File: src/rtl/div_pkg.sv
// ---------------------------------------------------------------------------
// div_pkg
// Shared definitions for the div_n sequential divider:
//   - state_e : control FSM state encoding (IDLE, CALC, DONE)
//   - clog2() : constant function used to size the iteration counter
// ---------------------------------------------------------------------------
package div_pkg;

    typedef enum logic [1:0] {
        ST_IDLE = 2'd0,
        ST_CALC = 2'd1,
        ST_DONE = 2'd2
    } state_e;

    // Number of bits needed to hold values 0..value-1.
    function automatic int clog2(input int value);
        int bits;
        bits = 0;
        for (int i = 0; i < 32; i++) begin
            if ((64'd1 << bits) < 64'(value)) begin
                bits = bits + 1;
            end
        end
        return (bits == 0) ? 1 : bits;
    endfunction

endpackage

File: src/rtl/counter_div_n.sv
// ---------------------------------------------------------------------------
// counter_div_n
// Parametrised synchronous down-counter that paces the divider iterations.
// Ports:
//   clk        system clock, rising edge
//   rst        synchronous active-high reset (count cleared to 0)
//   load_i     load load_val_i into the counter (wins over dec_i)
//   load_val_i value to load
//   dec_i      decrement by one (stops at zero)
//   z_o        high when this decrement takes the count to zero
// ---------------------------------------------------------------------------
module counter_div_n #(
    parameter int WIDTH = 5
) (
    input  logic             clk,
    input  logic             rst,
    input  logic             load_i,
    input  logic [WIDTH-1:0] load_val_i,
    input  logic             dec_i,
    output logic             z_o
);

    logic [WIDTH-1:0] cnt_q;
    logic [WIDTH-1:0] cnt_d;

    always_comb begin
        cnt_d = cnt_q;
        if (load_i) begin
            cnt_d = load_val_i;
        end else if (dec_i && (cnt_q != '0)) begin
            cnt_d = cnt_q - WIDTH'(1);
        end
    end

    // NOTE: state registers use non-blocking assignments so every flop
    // samples pre-edge values regardless of process evaluation order.
    always_ff @(posedge clk) begin
        if (rst) begin
            cnt_q <= '0;
        end else begin
            cnt_q <= cnt_d;
        end
    end

    // Flag the final step so the owner can finish on the same edge.
    assign z_o = dec_i && (cnt_q == WIDTH'(1));

endmodule

File: src/rtl/div_n.sv
// ---------------------------------------------------------------------------
// div_n
// Sequential restoring divider, one quotient bit per clock.
// Parameters:
//   WIDTH   operand/result width (4..64)
//   SIGNED  0 = unsigned, 1 = two's complement (quotient truncates to zero)
// Ports:
//   clk        system clock, rising edge
//   rst        synchronous active-high reset
//   init_in    start request, accepted in IDLE or DONE
//   A, B       dividend / divisor, sampled on the accepting edge
//   quotient   result quotient, valid while done=1
//   remainder  result remainder, valid while done=1
//   busy       division in progress
//   done       result valid (level) until next accepted start or reset
//   dv0        divide-by-zero flag, valid while done=1
// ---------------------------------------------------------------------------
module div_n
    import div_pkg::*;
#(
    parameter int WIDTH  = 16,
    parameter int SIGNED = 0
) (
    input  logic             clk,
    input  logic             rst,
    input  logic             init_in,
    input  logic [WIDTH-1:0] A,
    input  logic [WIDTH-1:0] B,
    output logic [WIDTH-1:0] quotient,
    output logic [WIDTH-1:0] remainder,
    output logic             busy,
    output logic             done,
    output logic             dv0
);

    localparam int CNT_W = clog2(WIDTH + 1);

    state_e           state_q, state_d;
    logic [WIDTH-1:0] dvd_q, dvd_d;     // dividend bits out, quotient bits in
    logic [WIDTH-1:0] dvs_q, dvs_d;     // divisor magnitude
    logic [WIDTH-1:0] rem_q, rem_d;     // partial remainder (always < divisor)
    logic             neg_quo_q, neg_quo_d;
    logic             neg_rem_q, neg_rem_d;
    logic [WIDTH-1:0] quo_out_q, quo_out_d;
    logic [WIDTH-1:0] rem_out_q, rem_out_d;
    logic             busy_q, busy_d;
    logic             done_q, done_d;
    logic             dv0_q, dv0_d;

    logic             cnt_load;
    logic             cnt_dec;
    logic             cnt_last;

    // Operand magnitudes and signs (signs forced to 0 in unsigned mode).
    logic             sign_a, sign_b;
    logic [WIDTH-1:0] abs_a, abs_b;

    assign sign_a = (SIGNED != 0) ? A[WIDTH-1] : 1'b0;
    assign sign_b = (SIGNED != 0) ? B[WIDTH-1] : 1'b0;
    assign abs_a  = sign_a ? -A : A;
    assign abs_b  = sign_b ? -B : B;

    // One restoring step: the shifted remainder needs WIDTH+1 bits because it
    // can reach 2*divisor-1; after the subtract it fits in WIDTH bits again.
    logic [WIDTH:0]   rem_shift;
    logic [WIDTH:0]   trial;
    logic             q_bit;
    logic [WIDTH-1:0] rem_step;
    logic [WIDTH-1:0] dvd_step;

    assign rem_shift = {rem_q, dvd_q[WIDTH-1]};
    assign trial     = rem_shift - {1'b0, dvs_q};
    assign q_bit     = ~trial[WIDTH];
    assign rem_step  = q_bit ? trial[WIDTH-1:0] : rem_shift[WIDTH-1:0];
    assign dvd_step  = {dvd_q[WIDTH-2:0], q_bit};

    counter_div_n #(
        .WIDTH (CNT_W)
    ) u_cnt (
        .clk        (clk),
        .rst        (rst),
        .load_i     (cnt_load),
        .load_val_i (CNT_W'(WIDTH)),
        .dec_i      (cnt_dec),
        .z_o        (cnt_last)
    );

    // NOTE: every variable gets its hold value first so no path through the
    // case statement leaves one unassigned and infers a latch.
    always_comb begin
        state_d   = state_q;
        dvd_d     = dvd_q;
        dvs_d     = dvs_q;
        rem_d     = rem_q;
        neg_quo_d = neg_quo_q;
        neg_rem_d = neg_rem_q;
        quo_out_d = quo_out_q;
        rem_out_d = rem_out_q;
        busy_d    = busy_q;
        done_d    = done_q;
        dv0_d     = dv0_q;
        cnt_load  = 1'b0;
        cnt_dec   = 1'b0;

        unique case (state_q)
            ST_IDLE, ST_DONE: begin
                if (init_in) begin
                    if (B == '0) begin
                        // Divide by zero completes immediately with raw A.
                        state_d   = ST_DONE;
                        quo_out_d = '1;
                        rem_out_d = A;
                        dv0_d     = 1'b1;
                        busy_d    = 1'b0;
                        done_d    = 1'b1;
                    end else begin
                        // Previous results and dv0 stay visible until the
                        // new result is written.
                        state_d   = ST_CALC;
                        dvd_d     = abs_a;
                        dvs_d     = abs_b;
                        rem_d     = '0;
                        neg_quo_d = sign_a ^ sign_b;
                        neg_rem_d = sign_a;
                        cnt_load  = 1'b1;
                        busy_d    = 1'b1;
                        done_d    = 1'b0;
                    end
                end
            end
            ST_CALC: begin
                cnt_dec = 1'b1;
                dvd_d   = dvd_step;
                rem_d   = rem_step;
                if (cnt_last) begin
                    // Most-negative / -1 wraps naturally through negation.
                    state_d   = ST_DONE;
                    quo_out_d = neg_quo_q ? -dvd_step : dvd_step;
                    rem_out_d = neg_rem_q ? -rem_step : rem_step;
                    dv0_d     = 1'b0;
                    busy_d    = 1'b0;
                    done_d    = 1'b1;
                end
            end
            default: begin
                state_d = ST_IDLE;
            end
        endcase
    end

    always_ff @(posedge clk) begin
        if (rst) begin
            state_q   <= ST_IDLE;
            dvd_q     <= '0;
            dvs_q     <= '0;
            rem_q     <= '0;
            neg_quo_q <= 1'b0;
            neg_rem_q <= 1'b0;
            quo_out_q <= '0;
            rem_out_q <= '0;
            busy_q    <= 1'b0;
            done_q    <= 1'b0;
            dv0_q     <= 1'b0;
        end else begin
            state_q   <= state_d;
            dvd_q     <= dvd_d;
            dvs_q     <= dvs_d;
            rem_q     <= rem_d;
            neg_quo_q <= neg_quo_d;
            neg_rem_q <= neg_rem_d;
            quo_out_q <= quo_out_d;
            rem_out_q <= rem_out_d;
            busy_q    <= busy_d;
            done_q    <= done_d;
            dv0_q     <= dv0_d;
        end
    end

    assign quotient  = quo_out_q;
    assign remainder = rem_out_q;
    assign busy      = busy_q;
    assign done      = done_q;
    assign dv0       = dv0_q;

endmodule

File: config.mk
export PLATFORM = sky130hd
export DESIGN_NAME = div_n
export DESIGN_NICKNAME = d
export VERILOG_FILES = /design/src/rtl/div_pkg.sv /design/src/rtl/counter_div_n.sv /design/src/rtl/div_n.sv
export SDC_FILE = /design/constraint.sdc
export NUM_CORES = 1
export LEC_CHECK = 0
export ABC_AREA = 1
export BUFFER_PORTS_ARGS = -buffer_cell sky130_fd_sc_hd__buf_2
export CAP_MARGIN = 20
export CORE_UTILIZATION = 58
export DETAILED_ROUTE_END_ITERATION = 8
export PLACE_DENSITY_LB_ADDON = 0.25
export RECOVER_POWER = 50
export SLEW_MARGIN = 20
export SYNTH_ARGS = -nofsm -noshare
export SYNTH_HDL_FRONTEND = slang
export SYNTH_SLANG_ARGS = --single-unit
File: constraint.sdc
create_clock -name clk -period 2.6 [get_ports clk]
set_clock_uncertainty 0.1 [all_clocks]
set_input_delay 0.26 -clock clk [delete_from_list [all_inputs] [get_ports clk]]
set_output_delay 0.26 -clock clk [all_outputs]
set_load 0.005 [all_outputs]
==> flow_summary.toml <==
[clock_network]
numCtsBuffers = 9
post-cts-setup-buffer-count = 0
clockBufferDepth = 2
tritoncts_num_sinks = 90
cts_hold_buf = 0
cts_tree = "done"
cts_resized = 0
clk-insertion-delay-late_ns = 0.36
clk_pin_slew_ns = 0.10
cts_root_buffer = "clkbuf_8"
h-tree-depth = 3

[route]
m1WireLength_mm = 5.610
wl_met3_um = 700
drt_iter0_drc = 275
wl_per_cell_um = 13.31
drc = 0
drt-vias-per-instance = 5.345
ant_nets = 0
wl_mm = 12.39
routed.top_layer = "met4"
route.met2.wl_mm = 5.823
vias = 4976
drt_pass1_iterations = 5

[power]
powerDensity_nw_per_um2 = 629.7
max-vdd-ir-drop_v = 0.0003385
p_leak_nw = 2.776
totalPowerFinal_mw = 3.547

[timing]
fin_setup_tns_ns = 0
timing.fmax_mhz = 425.3
holdWs_ns = 0.08100
tightestPinTransition_ns = 1.180
final-setup-viol-count = 0
timing.final.hold_violations = 0
rsz0062_at_grt = "no"
fin_crit_ns = 2.351
drv_slew = 0
fin_crit_sh_pct = 90.43
maxSlewHeadroom_pct = 21.33
fin_ws_ns = 0.2489

[setup_path]
start_kind = "register"
required_ns = 2.80
path_cells = "inv_1 > ha_1 > inv_1 > fa_1 > nand2_1 > nand2_1 > nand3_2 > nand2_2 > nand2_4 > nand3_1 > nand2_4 > nand3_1 > nand3_1 > nand2_1 > inv_1"
end_kind = "register"
max_stage_delay_ns = 0.40
cp_max_fo = 17
worstPathArrival_ns = 2.55
slowest_stage = "fa_1"
criticalPathCategory = "register to register"

[die]
core_area_um2 = 8382
initial_core_util_pct = 61.25
die-area_um2 = 9231
dieWidth_um = 96.08
num_rows = 33
io_pins = 70
die_h_um = 96.08

[cells_and_area]
diodes = 0
drive_gt1_share_pct = 13.92
areaGrowthSynthToFinish_pct = 9.725
fin_nets = 876

[synth]
yosysTopAreaCell = "dfxtp_1"
syn_area_um2 = 5134
synth-edff-count = 0
synth-async-reset-ratio_pct = 0
synth-main-ff-cell = "dfxtp_1"
synth_cells = 763
ys_warn_count = 0
synth_fp_nets = 818
syn_avg_cell_area_um2 = 6.728
synthDominantCellAreaShare_pct = 35.10
ys_types = 42
synth_area_leaders = "dfxtp_1 (35%), nand2_1 (13%), inv_1 (7.6%), nand3_1 (7.5%), nor2_1 (6.7%)"
ys_seq_area_share_pct = 35.10
ys_ff_latch = 90

[global_route]
grt_first_pass_wirelength_mm = 20.18
antenna_found_initial = 0
grt_max_degree = 39
grt-ovfl-total = 0
grt_pass1_vias = 4465
grt_usage_pct = 28.42

[place]
dp_hpwl_mm = 9.332
gp_congestion = 0.8809
place_ws_ns = 0.2886
io_buffers = 69

[status]
outcome = "completed"

[min_path]
min_path_type = "input pin to register"

[job]
cap_viol_max_count = 0
logic make-up (layout without fill, tap and decap cells):
kind of cell             count (synthesis)  count (layout)  share of synthesized area, %
AO/OA/AOI/OAI                          101             101                         11.04
XOR/XNOR                                 7               7                         1.194
adder cells (fa/ha/maj)                 20              20                         5.021
buffers and inverters                  143             206                         11.65
flip-flops                              90              90                         35.10
AND/OR/NAND/NOR                        402             402                         36.00
routing by layer:
layer	GRT usage [%]	up-vias
met4	8.706	0
met5	0	-
met2	47.28	158
met1	37.54	2261
li1	-	2530
met3	4.739	27
power breakdown:
part           total [mW]  internal [mW]  switching, mW
clock network       0.875          0.358          0.517
registers            1.55           1.48         0.0692
logic                1.12          0.371          0.751
total                3.55           2.21           1.34
worst max-delay path, delay by kind of cell, from the launching register on:
| kind | cells | cell delay (ns) |
|---|---|---|
| fa+ha+maj | 2 | 0.53 |
| buf+inv | 3 | 0.20 |
| simple gates | 10 | 1.13 |
| flops | 1 | 0.33 |
layout make-up:
type,count,area (um^2)
Multi-Input combinational cell,530,2733
Clock inverter,6,47.55
Sequential cell,90,1802
Fill cell,751,2749
Timing Repair Buffer,78,369.1
Tap cell,105,131.4
Inverter,112,422.9
Clock buffer,10,127.6
path summary, 6_finish.rpt:
path              slack, ns          end  cells past startpoint   startpoint
setup / recovery       0.25     rem_q[6]                     15    dvd_q[15]
hold reg to reg        0.37  quotient[6]                      2  quotient[6]
setup reg to reg       0.25     rem_q[6]                     15    dvd_q[15]
hold / removal         0.08     dvs_q[0]                      3         B[0]
per-stage QoR:
step	util [%]	cells	area (um^2)
global route	67.20	931	5633
floorplan	-	763	5134
detailed placement	65.71	915	5508
finish	67.20	931	5633
global placement	65.71	915	5508
CTS	67.80	931	5683
cells in the mapped netlist (7+ instances only):
library cell / n
nand2_1: 180
o21ai_0: 31
a31oi_1: 17
ha_1: 19
a21oi_1: 43
dfxtp_1: 90
xor2_1: 7
nand2_2: 12
inv_1: 104
buf_2: 8
nor2_1: 92
nand3_2: 19
nand3_1: 77
clkbuf_1: 15
layout by cell type (no fill, tap or decap), drive strengths merged, types with 17 or more instances in the layout:
cell	synthesis	final
nand2	196	196
inv	111	114
nor2	96	96
nand3	96	96
dfxtp	90	90
buf	16	47
a21oi	46	46
clkbuf	15	41
o21ai	33	33
ha	19	19
a31oi	17	17
sequential cells by signal, indices dropped and copies added (netlist names):
register / cells
busy: 1
done: 1
dv0: 1
dvd_q: 16
dvs_q: 16
quotient: 16
rem_q: 16
remainder: 16
state_q: 2
u_cnt.cnt_q: 5
No activity file was read; power rests on OpenSTA's default activity.
